**config.mk**
```make
export PLATFORM = sky130hd
export DESIGN_NAME = instruction_fetch_flat
export DESIGN_NICKNAME = d
export VERILOG_FILES = /design/src/rtl/instruction_fetch_if.sv /design/src/rtl/instruction_fetch.sv /design/src/flat_wrapper.sv
export SDC_FILE = /design/constraint.sdc
export NUM_CORES = 1
export LEC_CHECK = 0
export CORE_ASPECT_RATIO = 0.6
export CORE_MARGIN = 1.5
export CORE_UTILIZATION = 38
export CTS_CLUSTER_DIAMETER = 120
export DETAILED_ROUTE_END_ITERATION = 10
export GPL_TIMING_DRIVEN = 0
export PLACE_DENSITY_LB_ADDON = 0.15
export RECOVER_POWER = 50
export SLEW_MARGIN = 10
export SYNTH_ARGS = -nofsm -noshare
export SYNTH_HDL_FRONTEND = slang
export SYNTH_SLANG_ARGS = --single-unit
```
**constraint.sdc**
```tcl
create_clock -name i_clk -period 2.1 [get_ports i_clk]
set_clock_uncertainty 0.1 [all_clocks]
set_input_delay 0.42 -clock i_clk [delete_from_list [all_inputs] [get_ports i_clk]]
set_output_delay 0.42 -clock i_clk [all_outputs]
set_load 0.02 [all_outputs]
```
**src/rtl/instruction_fetch_if.sv**
```systemverilog
// rtl/instruction_fetch_if.sv - instruction-memory request/response bundle
// Purpose: groups the fetch-stage <-> instruction-memory handshake.
// Signals:
//   imem_req   fetch request (fetch stage -> memory)
//   imem_addr  word-aligned fetch address (fetch stage -> memory)
//   imem_ready imem_rdata valid for imem_addr this cycle (memory -> fetch stage)
//   imem_rdata instruction word (memory -> fetch stage)
// Modports: master = fetch stage, slave = instruction memory.
interface instruction_fetch_if;
  logic        imem_req;
  logic [31:0] imem_addr;
  logic        imem_ready;
  logic [31:0] imem_rdata;

  modport master (
    output imem_req,
    output imem_addr,
    input  imem_ready,
    input  imem_rdata
  );

  modport slave (
    input  imem_req,
    input  imem_addr,
    output imem_ready,
    output imem_rdata
  );
endinterface

```
**src/rtl/instruction_fetch.sv**
```systemverilog
// rtl/instruction_fetch.sv - fetch stage: PC, imem handshake, stall hold, redirect
// Purpose: owns the program counter, fetches one word per cycle when memory is
// ready, parks a word in a hold buffer while the IF/ID register is stalled, and
// restarts from a redirect target on branch/jump.
// Ports:
//   i_clk            clock, all state updates on rising edge
//   i_reset          synchronous active-high reset
//   i_stall          downstream cannot accept; hold current instruction
//   i_redirect_valid branch/jump taken this cycle
//   i_redirect_pc    redirect target, bits [1:0] ignored
//   imem             instruction-memory handshake (master side)
//   o_instr_out      instruction to IF/ID
//   o_pc_out         PC of o_instr_out
//   o_pc_plus4_out   o_pc_out + PC_STEP
//   o_instr_valid    IF/ID write enable; instruction accepted this cycle
module instruction_fetch #(
  parameter logic [31:0] RESET_PC = 32'h0000_0000,
  parameter int          PC_STEP  = 4
) (
  input  logic                   i_clk,
  input  logic                   i_reset,
  input  logic                   i_stall,
  input  logic                   i_redirect_valid,
  input  logic [31:0]            i_redirect_pc,
  instruction_fetch_if.master    imem,
  output logic [31:0]            o_instr_out,
  output logic [31:0]            o_pc_out,
  output logic [31:0]            o_pc_plus4_out,
  output logic                   o_instr_valid
);

  typedef enum logic {
    S_FETCH = 1'b0,
    S_HOLD  = 1'b1
  } state_t;

  localparam logic [31:0] STEP             = 32'(PC_STEP);
  localparam logic [31:0] RESET_PC_ALIGNED = RESET_PC & ~32'h3;

  state_t      r_state;
  logic [31:0] r_pc;
  logic [31:0] r_hold_buf;

  // Masking keeps every redirect bit "used" while forcing word alignment.
  logic [31:0] w_redirect_target;
  logic [31:0] w_pc_next;
  logic        w_in_fetch;
  logic        w_accept;

  assign w_redirect_target = i_redirect_pc & ~32'h3;
  assign w_pc_next         = r_pc + STEP;
  assign w_in_fetch        = (r_state == S_FETCH);
  // An instruction is handed to IF/ID when one is available (fresh from
  // memory or parked in the hold buffer) and nothing blocks or squashes it.
  assign w_accept = !i_redirect_valid && !i_stall &&
                    ((w_in_fetch && imem.imem_ready) || !w_in_fetch);

  always_comb begin
    imem.imem_addr = r_pc;
    imem.imem_req  = 1'b0;
    o_instr_out    = 32'h0;
    o_pc_out       = 32'h0;
    o_pc_plus4_out = 32'h0;
    o_instr_valid  = 1'b0;
    if (!i_reset) begin
      imem.imem_req  = w_in_fetch;
      o_instr_out    = w_in_fetch ? imem.imem_rdata : r_hold_buf;
      o_pc_out       = r_pc;
      o_pc_plus4_out = w_pc_next;
      o_instr_valid  = w_accept;
    end
  end

  always_ff @(posedge i_clk) begin
    if (i_reset) begin
      r_state    <= S_FETCH;
      r_pc       <= RESET_PC_ALIGNED;
      r_hold_buf <= 32'h0;
    end else if (i_redirect_valid) begin
      // Any word arriving this cycle and any parked word belong to the
      // squashed path; the hold buffer is simply abandoned.
      r_state <= S_FETCH;
      r_pc    <= w_redirect_target;
    end else begin
      case (r_state)
        S_FETCH: begin
          if (imem.imem_ready) begin
            if (i_stall) begin
              r_hold_buf <= imem.imem_rdata;
              r_state    <= S_HOLD;
            end else begin
              r_pc <= w_pc_next;
            end
          end
        end
        S_HOLD: begin
          if (!i_stall) begin
            r_pc    <= w_pc_next;
            r_state <= S_FETCH;
          end
        end
        default: r_state <= S_FETCH;
      endcase
    end
  end

endmodule

```
**src/flat_wrapper.sv**
```systemverilog
// flat-port wrapper written by rule: the top's interface ports become plain ports
module instruction_fetch_flat 
#(
  parameter logic [31:0] RESET_PC = 32'h0000_0000,
  parameter int          PC_STEP  = 4
)
  (i_clk, i_reset, i_stall, i_redirect_valid, i_redirect_pc, o_instr_out, o_pc_out, o_pc_plus4_out, o_instr_valid, imem_imem_req, imem_imem_addr, imem_imem_ready, imem_imem_rdata);
  instruction_fetch_if imem_i ();
  input  logic i_clk;
  input  logic i_reset;
  input  logic i_stall;
  input  logic i_redirect_valid;
  input  logic [31:0] i_redirect_pc;
  output logic [31:0] o_instr_out;
  output logic [31:0] o_pc_out;
  output logic [31:0] o_pc_plus4_out;
  output logic o_instr_valid;
  output wire logic [$bits(imem_i.imem_req)-1:0] imem_imem_req;
  output wire logic [$bits(imem_i.imem_addr)-1:0] imem_imem_addr;
  input wire logic [$bits(imem_i.imem_ready)-1:0] imem_imem_ready;
  input wire logic [$bits(imem_i.imem_rdata)-1:0] imem_imem_rdata;
  assign imem_imem_req = imem_i.imem_req;
  assign imem_imem_addr = imem_i.imem_addr;
  assign imem_i.imem_ready = imem_imem_ready;
  assign imem_i.imem_rdata = imem_imem_rdata;
  instruction_fetch #(.RESET_PC(RESET_PC), .PC_STEP(PC_STEP)) u_core (.i_clk(i_clk), .i_reset(i_reset), .i_stall(i_stall), .i_redirect_valid(i_redirect_valid), .i_redirect_pc(i_redirect_pc), .imem(imem_i), .o_instr_out(o_instr_out), .o_pc_out(o_pc_out), .o_pc_plus4_out(o_pc_plus4_out), .o_instr_valid(o_instr_valid));
endmodule
```
Word level (Yosys, flattened, before mapping). Cells that the tools add are included. W data, S select, Z words.

Multipliers: 0. Shift-type cells: 0. Order comparisons: 0. Equal/unequal tests: 2. Bitwise logic cells: 2. Reduce and logical (&&, ||, !) cells: 8. Div/mod/pow operators: 0. Multiplexer cells: 13. $add $sub $neg: 1.

Operators by type and width (number): $mux W32 (7); $pmux W32 S2 (1); $add A32 B3 Y32 const B (1); $mux W1 (4); $reduce_and A4 Y1 (1); $logic_and A1 B1 Y1 (3); $ne A3 B3 Y1 const B (1); $logic_not A1 Y1 (2); $ne A2 B2 Y1 const B (1); $not A1 Y1 (2); $pmux W1 S2 (1); $reduce_or A2 Y1 (1); $logic_or A1 B1 Y1 (1).

Memory bits (read-only): 0. Logic and storage cells: 30. Output and inout port bits: 130. Latch bits: 0. Memories: 0. Bits in registers: 65. Bits in writable memories: 0.

Depth between registers and ports, before layout. Gate-level depths: netlist of run 1.

Depth after elaboration: 5. Depth in mapped cells: 7. Gate-level depth less buffers: 6.

Worst setup path before layout of run 1. Ideal clock, no wire load.

Kind: register -> output. Start: reg u_core.r_pc[2] (netlist: u_core.imem.imem_addr[2]). End: out o_pc_plus4_out[14]. Buffers on the path: 1. Required time: 1580 ps. Data arrival time: 2102 ps. Stages on the path, launching flop included: 8. Setup slack: -522 ps. Cell sequence: dfxtp_1 > ha_1 > nand3_2 > clkbuf_1 > nor3_1 > nand3_1 > xor2_1 > nor2_1.

Longest elaborated chain between the ends: 2.

RTL lines: from (decl) (line instruction_fetch.sv:41) `logic [31:0] r_pc;`; from (signal assigned) (line instruction_fetch.sv:83) `r_pc <= w_redirect_target;`; from (signal assigned) (line instruction_fetch.sv:92) `r_pc <= w_pc_next;`; from (signal assigned) (line instruction_fetch.sv:98) `r_pc <= w_pc_next;`; $add A32 B3 Y32 (line instruction_fetch.sv:51) `assign w_pc_next = r_pc + STEP;`; $mux W32 (line instruction_fetch.sv:65) `if (!i_reset) begin`; to (decl) (line flat_wrapper.sv:16) `output logic [31:0] o_pc_plus4_out;`.

No other way between the ends.

Final worst setup path of run 1.
Start: reg u_core.r_pc[2] (netlist: u_core.imem.imem_addr[2]). End: out o_pc_plus4_out[23].

The elaborated chain is that of the path after synthesis.

==> results.py, run 1 <==
metrics = {
    "run_status": {
        "status": "complete, but fails checks",
        "violations": "setup timing",
    },
    "logic_synthesis": {
        "synth-seq-area-share": 0.303,
        "ys_top_cells_by_area": "dfxtp_1 30%, nor2_1 8.8%, mux2i_1 8.4%",
        "syn_avg_cell_area_um2": 7.31,
        "syn_area_mm2": 0.00416,
        "synth.cells.most_frequent": "98 x nor2_1, 85 x nand2_1, 63 x dfxtp_1, 44 x a21oi_1",
        "postSynthRegisterBits": 63,
        "dominantRegCellSynth": "dfxtp_1",
        "yosysUniqueCellTypes": 46,
        "async_reset_ff_frac": 0,
        "synth_top_area_frac": 0.303,
        "synth_edf_count": 0,
        "synth.most_common_cell": "nor2_1",
        "synth_top_area_cell": "dfxtp_1",
        "synthesis.instances": 569,
        "yosysWarnings": 0,
    },
    "global_routing": {
        "grt_max_degree": 12,
        "grt_pass1_wl_um": 26700,
        "first_global_vias": 5027,
        "track_usage": 0.291,
        "antenna_found_initial": 0,
        "grt.overflow.total": 0,
    },
    "power_and_ir_drop": {
        "swShare": 0.308,
        "ir_drop_mv": 0.478,
        "p_switching_mw": 1.23,
        "power.leakage_nw": 3.26,
        "p_per_area_mw_per_mm2": 525,
        "power_mw": 4.00,
        "comb_power_share": 0.271,
        "internal_power_mw": 2.77,
        "clockPowerShare": 0.398,
        "pwr-share-seq": 0.331,
    },
    "placement": {
        "portBuffers": 189,
        "gp_congestion": 0.869,
        "dp_hpwl_um": 11600,
        "dp_cells": 902,
        "dpl_worst_slack_ns": -1.45,
    },
    "detailed_routing": {
        "viasPerCell": 5.34,
        "drt_iter0_drc": 305,
        "top_layer": "met4",
        "num_vias": 5329,
        "met1_length_um": 8060,
        "route.detailed.drc": 0,
        "firstDrtPassIters": 5,
        "wl_per_cell_um": 18.4,
        "finalWirelength_um": 18400,
        "drtAntennaViolNets": 0,
        "met3_length_um": 1710,
        "dr_wl_met2_um": 8290,
    },
    "sta": {
        "setup_viol": 37,
        "worst_pin_slew_ns": 0.813,
        "hold_violations": 0,
        "timing.final.crit_share": 1.22,
        "period_needed_ns": 2.57,
        "fin_ws_ns": -0.470,
        "max-slew-margin-rel": 0.458,
        "rsz0062_at_grt": "true",
        "tns_ns": -8.17,
        "drv_slew": 0,
        "max_freq_mhz": 389,
    },
    "die": {
        "core_area_mm2": 0.0106,
        "fp.dieW_um": 138,
        "fp.dieH_um": 84.1,
        "start_util": 0.393,
        "placementRows": 29,
        "ios": 199,
        "dieArea_mm2": 0.0116,
    },
    "flow_run": {
        "maxCapViolCount": 0,
    },
    "worst_setup_path": {
        "cp_cell_sequence": "nand4_4 > buf_6 > nor3_4 > buf_4 > nand4_1 > xor2_1 > nor2_1 > buf_4",
        "crit_type": "reg -> out",
        "startpoint_type": "flip-flop",
        "crit_top_cell": "buf_4",
        "crit_buf_inv": 3,
        "path_max_fanout": 3,
        "crit_path_max_incr_delay_ns": 0.39,
        "crit_path_end_kind": "primary output",
        "arrival_ns": 2.05,
        "crit_slowest_cell": "dfxtp_4",
        "critPathTopFamily": "simple AND/OR/NAND/NOR gates",
        "critPathRequiredTime_ns": 1.58,
    },
    "cells_and_area": {
        "drive_above_1_share": 0.350,
        "utilization": 0.719,
        "diodes": 0,
        "area_growth_pct": 83.2,
        "fin_cells": 998,
        "layout.nets": 924,
    },
    "min_path": {
        "worstHoldPathType": "reg -> reg",
    },
    "clocking": {
        "cts.clk_slew.worst_paths_ns": 0.06,
        "numCtsBuffers": 9,
        "cts_max_level": 3,
        "insertion_delay_ns": 0.33,
        "clock-sinks": 63,
        "cts_max_path_buffers": 2,
        "cts_root_buffer": "clkbuf_16",
        "cts_tree": "done",
    },
}
-- power groups by stage --
stage / Clock [mW] / Sequential (mW) / Combinational (mW)
6_report: 1.59 / 1.32 / 1.08
5_1_grt: 1.65 / 1.33 / 1.15
2_1_floorplan: 0 / 1.39 / 0.475
3_5_place_dp: 0 / 1.36 / 0.995
4_1_cts: 1.60 / 1.32 / 1.03
3_3_place_gp: 0 / 1.35 / 0.984
-- tightest hold or removal path, stage by stage, from the launching register on --
cell	delay (ns)
dfxtp_1	0.31
nand2_1	0.05
a21oi_1	0.05
-- cell families after synthesis --
logic type               Yosys count  synth area share
other                              1          0.000901
multiplexers                      36            0.0869
flip-flops                        63             0.303
adder cells (fa/ha/maj)            1           0.00301
XOR/XNOR                          46            0.0968
buffers and inverters             61            0.0656
AO/OA/AOI/OAI                     75             0.109
AND/OR/NAND/NOR                  286             0.335
-- worst paths after layout --
kind	start	to	depth (start not counted)	slack, ns
setup / recovery	u_core.imem.imem_addr[2]	o_pc_plus4_out[23]	8	-0.47
hold / removal	u_core.r_hold_buf[8]	u_core.r_hold_buf[8]	2	0.35
setup reg to reg	u_core.r_state	u_core.imem.imem_addr[6]	7	-0.13
hold reg to reg	u_core.r_hold_buf[8]	u_core.r_hold_buf[8]	2	0.35
-- flip-flops by register name, summed over array words and instances, names as in the netlist --
register / count
u_core.r_hold_buf: 32
u_core.imem.imem_addr: 30
u_core.r_state: 1
-- through the flow --
| stage | hold slack (ns) | instance area [µm²] |
|---|---|---|
| 2_1_floorplan | 0.336 | 4400 |
| 3_3_place_gp | 0.341 | 6460 |
| 3_5_place_dp | 0.348 | 6460 |
| 4_1_cts | 0.356 | 7300 |
| 5_1_grt | 0.373 | 7620 |
| 6_report | 0.353 | 7620 |
-- cells in the final DEF (no fill, tap or decap), types with 7 or more instances in the layout --
master,instances
clkdlybuf4s15_1,7
nor2b_1,29
buf_6,32
a211oi_1,12
mux2i_1,35
nand4_1,9
nand2_1,82
xnor2_1,15
dfxtp_4,21
dlygate4sd3_1,15
clkbuf_16,12
nor2_2,19
clkdlybuf4s50_1,74
nand3_1,10
clkbuf_2,9
xor2_1,24
dfxtp_1,38
a21oi_1,43
clkbuf_1,25
buf_4,102
buf_2,32
dlygate4sd2_1,20
nor2_1,77
-- timing repair --
item | CTS | global route
hold buffers | 0 | 0
setup endpoints to repair | 136 | 78
gates resized for setup | 422 | 82
pin swaps | 44 | 36
gates cloned | 2 | 0
setup buffers | 64 | 31
-- metal layers --
metal	track usage	vias to the layer above
li1	-	2476
met1	0.396	2535
met2	0.453	284
met3	0.0815	34
met4	0.0794	0
met5	0	-
-- layout make-up --
| cell class | count | area, µm² |
|---|---|---|
| Buffer | 47 | 353 |
| Clock buffer | 11 | 264 |
| Clock inverter | 5 | 53.8 |
| Fill cell | 823 | 2970 |
| Inverter | 4 | 15.0 |
| Multi-Input combinational cell | 450 | 3060 |
| Sequential cell | 63 | 1350 |
| Tap cell | 139 | 174 |
| Timing Repair Buffer | 279 | 2360 |
Power figures use the tool's default switching activity.
==> inputs of run 2 (changes only) <==
CORE_UTILIZATION = 42   (was 38)
clock period = 2.4 ns   (was 2.1 ns; I/O delays follow)
==> run 2 against run 1 <==
The run still ends with setup timing left. Critical path depth rose by 1. Largest cell class unchanged. Total power down 12%. Die area down 9.3%. Sequential share of layout area is 0.35 points higher. Sequential power shrank 11%. Combinational power down 17%. Worst hold slack improved by 0.00061 ns. Clock power is 9% lower. Clock-buffer cell count grew 2. Critical path type unchanged. Largest power group unchanged. Routed wire length rose by 1.5%.
==> results.py, run 2 (synthesized netlist as in run 1, its figures left out) <==
metrics = {
    "run_status": {
        "status": "complete, but fails checks",
        "violations": "setup timing",
    },
    "clocking": {
        "cts_root_buffer": "clkbuf_16",
        "insertion_delay_ns": 0.32,
        "clock-sinks": 63,
        "cts_max_path_buffers": 2,
        "numCtsBuffers": 9,
        "cts_tree": "done",
        "cts_max_level": 3,
        "cts.clk_slew.worst_paths_ns": 0.06,
        "hold_buffers": 0,
    },
    "worst_setup_path": {
        "startpoint_type": "flip-flop",
        "path_max_fanout": 5,
        "crit_path_end_kind": "primary output",
        "arrival_ns": 2.09,
        "critPathRequiredTime_ns": 1.82,
        "crit_type": "reg -> out",
        "ff2ff_path_depth": 7,
    },
    "power_and_ir_drop": {
        "power_mw": 3.51,
        "power.leakage_nw": 3.17,
        "p_per_area_mw_per_mm2": 474,
        "ir_drop_mv": 0.469,
    },
    "sta": {
        "tns_ns": -6.17,
        "rsz0062_at_grt": "true",
        "max-slew-margin-rel": 0.497,
        "holdWs_ns": 0.354,
        "hold_violations": 0,
        "timing.final.crit_share": 1.11,
        "max_freq_mhz": 374,
        "setup_viol": 51,
        "worst_pin_slew_ns": 0.754,
        "drv_slew": 0,
        "fin_ws_ns": -0.274,
        "period_needed_ns": 2.67,
    },
    "cells_and_area": {
        "final_common_cell": "nand2_1",
        "utilization": 0.790,
        "final_cell_mix": "83 x nand2_1, 82 x nor2_1, 74 x buf_4",
        "area_growth_pct": 78.3,
        "fin_cells": 965,
        "regMostFlops": "u_core.r_hold_buf",
        "layout.nets": 900,
        "drive_above_1_share": 0.285,
        "largest_register_ffs": 32,
        "diodes": 0,
        "final_area_mm2": 0.00742,
    },
    "die": {
        "core_area_mm2": 0.00939,
        "start_util": 0.443,
        "ios": 199,
        "fp.dieW_um": 131,
        "dieArea_mm2": 0.0105,
        "placementRows": 27,
        "fp.dieH_um": 80.1,
    },
    "detailed_routing": {
        "finalWirelength_um": 18700,
        "num_vias": 5430,
        "wl_per_cell_um": 19.4,
        "firstDrtPassIters": 7,
        "drtAntennaViolNets": 0,
        "route.detailed.drc": 0,
        "viasPerCell": 5.63,
        "drt_iter0_drc": 484,
    },
    "global_routing": {
        "grt_pass1_wl_um": 27000,
        "grt.overflow.total": 0,
        "track_usage": 0.330,
        "antenna_found_initial": 0,
        "grt_max_degree": 11,
        "first_global_vias": 5213,
    },
    "min_path": {
        "worstHoldPathType": "reg -> reg",
        "min_path_cells": 2,
    },
    "flow_run": {
        "maxCapViolCount": 0,
    },
    "placement": {
        "place_area_mm2": 0.00629,
        "dp_cells": 893,
        "dpl_worst_slack_ns": -1.36,
        "portBuffers": 189,
        "dp_hpwl_um": 11400,
        "gp_congestion": 0.916,
    },
}
-- run 2: cell count changes in the layout (fill, tap and decap cells not counted), moves of 4 or more --
cell and change:
buf_2 -15, nor2_2 -6, dfxtp_2 +4, dlygate4sd2_1 +13, dlygate4sd3_1 +15, nor2_1 +5
buf_6 -6, buf_4 -28, dfxtp_4 -4, clkdlybuf4s50_1 -7
-- run 2: metal layers --
layer / global-route usage / vias to the layer above / part of all wire
li1: - / 2425 / -
met2: 0.558 / 366 / 0.47
met3: 0.0972 / 57 / 0.10
met4: 0.128 / 0 / 0.027
met1: 0.400 / 2582 / 0.41
met5: 0 / - / 0
-- run 2: area by class of cell --
cell class / count / area (µm²)
multi-input combinational: 450 / 2980
timing repair buffer: 257 / 2270
clock buffer: 13 / 260
tap: 130 / 163
inverter: 4 / 15.0
buffer: 45 / 329
fill: 651 / 1980
sequential: 63 / 1340
clock inverter: 3 / 65.1
-- run 2: worst max-delay path: stages, from the launching register on --
cell	delay (ns)
dfxtp_1	0.48
nand2_8	0.10
buf_4	0.14
buf_4	0.16
nor3_4	0.29
buf_4	0.17
nand2_1	0.06
xor2_1	0.15
nor2_2	0.09
buf_4	0.14
-- run 2: final timing paths --
path                            start                        end  slack, ns
min reg2reg     u_core.r_hold_buf[31]      u_core.r_hold_buf[31]       0.35
max          u_core.imem.imem_addr[6]         o_pc_plus4_out[20]      -0.27
max reg2reg            u_core.r_state  u_core.imem.imem_addr[21]       0.02
min             u_core.r_hold_buf[31]      u_core.r_hold_buf[31]       0.35
-- run 2: what timing repair did --
action                                  CTS  global route
pin swaps                                22            26
buffers inserted                         43            26
gates resized for setup                 345            76
endpoints found under the setup margin  104            67
-- run 2: where the power goes --
group          switching (mW)  total, mW  internal (mW)
logic                   0.489      0.898          0.409
registers              0.0795       1.18           1.10
clock network           0.472       1.44          0.965
total                    1.04       3.51           2.47
==> inputs of run 3 (changes only) <==
CORE_UTILIZATION = 25   (was 42)
==> run 3 against run 2 <==
Largest cell class unchanged. Highest routed layer unchanged. The run still ends with setup timing left. Clock power is essentially flat. Routed wire length shrank 1.5%. Fmax grew 2.7%. Worst setup slack gained 0.071 ns.
==> results.py, run 3 (synthesized netlist as in run 1, its figures left out) <==
metrics = {
    "worst_setup_path": {
        "critPathRequiredTime_ns": 1.82,
        "crit_slowest_cell": "dfxtp_2",
        "crit_top_cell": "buf_6",
        "crit_type": "reg -> out",
        "crit_path_end_kind": "primary output",
        "startpoint_type": "flip-flop",
        "arrival_ns": 2.02,
        "crit_path_max_incr_delay_ns": 0.33,
        "cp_cell_sequence": "buf_6 > nand4_1 > nor3_2 > buf_6 > buf_6 > nand3_4 > xor2_2 > nor2_2 > buf_6",
        "path_max_fanout": 7,
    },
    "detailed_routing": {
        "drt_iter0_drc": 287,
        "finalWirelength_um": 18400,
        "firstDrtPassIters": 5,
        "wl_per_cell_um": 17.2,
        "num_vias": 5056,
        "route.detailed.drc": 0,
        "drtAntennaViolNets": 0,
        "viasPerCell": 4.72,
    },
    "power_and_ir_drop": {
        "power.leakage_nw": 3.20,
        "p_per_area_mw_per_mm2": 457,
        "ir_drop_mv": 0.295,
    },
    "die": {
        "fp.dieW_um": 170,
        "dieArea_mm2": 0.0174,
        "placementRows": 36,
        "start_util": 0.256,
        "ios": 199,
        "fp.dieH_um": 103,
        "core_area_mm2": 0.0163,
    },
    "cells_and_area": {
        "diodes": 0,
        "area_growth_pct": 84.4,
        "final_common_cell": "nand2_1",
        "fin_cells": 1071,
        "final_cell_mix": "84 x nand2_1, 82 x nor2_1, 80 x buf_4",
        "utilization": 0.472,
        "layout.nets": 908,
        "drive_above_1_share": 0.292,
        "largest_register_ffs": 32,
        "regMostFlops": "u_core.r_hold_buf",
        "final_area_mm2": 0.00767,
    },
    "clocking": {
        "clock-sinks": 63,
        "cts_tree": "done",
        "numCtsBuffers": 9,
        "cts.clk_slew.worst_paths_ns": 0.06,
        "insertion_delay_ns": 0.33,
        "cts_max_level": 3,
        "cts_max_path_buffers": 2,
        "hold_buffers": 0,
        "cts_root_buffer": "clkbuf_16",
    },
    "placement": {
        "dp_hpwl_um": 13000,
        "dp_cells": 991,
        "portBuffers": 189,
        "place_area_mm2": 0.00641,
        "gp_congestion": 0.874,
    },
    "sta": {
        "rsz0062_at_grt": "true",
        "setup_viol": 46,
        "timing.final.crit_share": 1.08,
        "max_freq_mhz": 384,
        "drv_slew": 0,
        "period_needed_ns": 2.60,
        "max-slew-margin-rel": 0.486,
        "worst_pin_slew_ns": 0.771,
        "hold_violations": 0,
        "fin_ws_ns": -0.204,
    },
    "global_routing": {
        "grt_max_degree": 13,
        "track_usage": 0.208,
        "gr-usage-met1": 0.307,
        "grt_util_met3": 0.0499,
        "grt.overflow.total": 0,
        "grt_util_met2": 0.306,
        "antenna_found_initial": 0,
        "grt_pass1_wl_um": 27600,
        "first_global_vias": 4918,
        "grt_busiest_layer": "met1",
    },
    "flow_run": {
        "maxCapViolCount": 0,
    },
    "min_path": {
        "worstHoldPathType": "reg -> reg",
    },
    "run_status": {
        "status": "complete, but fails checks",
        "violations": "setup timing",
    },
}
-- run 3: cell count changes in the layout (fill, tap and decap cells not counted), sizes merged, moves of 3 or more --
cell           change
clkdlybuf4s15      +8
clkbuf             +4
dlygate4sd2        -4
dlygate4sd3        -4
buf                -3
-- run 3: power breakdown --
group	switching, mW	internal [mW]	total [mW]
Combinational	0.486	0.421	0.907
Clock	0.519	0.911	1.43
Sequential	0.0696	1.10	1.17
-- run 3: final timing paths --
| path | slack, ns | start | cells after the start | endpoint |
|---|---|---|---|---|
| max | -0.20 | u_core.imem.imem_addr[12] | 9 | o_pc_plus4_out[30] |
| min | 0.35 | u_core.r_hold_buf[0] | 2 | u_core.r_hold_buf[0] |
| max reg2reg | 0.21 | u_core.r_state | 6 | u_core.imem.imem_addr[17] |
| min reg2reg | 0.35 | u_core.r_hold_buf[0] | 2 | u_core.r_hold_buf[0] |
-- run 3: area by class of cell --
class | instances | area [µm²]
Clock inverter | 7 | 97.6
Clock buffer | 9 | 225
Inverter | 4 | 15.0
Multi-Input combinational cell | 450 | 2990
Buffer | 49 | 377
Timing Repair Buffer | 261 | 2350
Fill cell | 1592 | 8590
Sequential cell | 63 | 1330
Tap cell | 228 | 285
-- run 3: timing repair --
item,in CTS,in global routing
buffers inserted,61,13
endpoints found under the setup margin,119,72
endpoints found under the hold margin,0,0
gates cloned,0,0
pin swaps,32,28
gates resized for setup,335,81
-- run 3: stage by stage --
step,setup WS (ns),power [mW],TNS (ns),hold WS [ns]
2_1_floorplan,0.00000200,1.61,0,0.336
3_3_place_gp,-1.43,2.04,-116.46,0.342
3_5_place_dp,-1.48,2.05,-120.87,0.348
4_1_cts,-0.206,3.54,-1.66,0.356
5_1_grt,-0.270,3.66,-6.86,0.379
6_report,-0.204,3.50,-2.65,0.355
-- run 3: layer usage --
| layer | wire length (µm) | vias to the layer above | part of all wire |
|---|---|---|---|
| li1 | - | 2437 | - |
| met1 | 9220 | 2409 | 0.50 |
| met2 | 7660 | 192 | 0.42 |
| met3 | 1330 | 18 | 0.072 |
| met4 | 199 | 0 | 0.011 |
| met5 | 0 | - | 0 |
-- run 3: critical path: cells and delay by family (launching register included) --
kind / cells / cell delay [ns]
XOR/XNOR: 1 / 0.15
flip-flops: 1 / 0.33
AND/OR/NAND/NOR: 4 / 0.65
buffers and inverters: 4 / 0.57
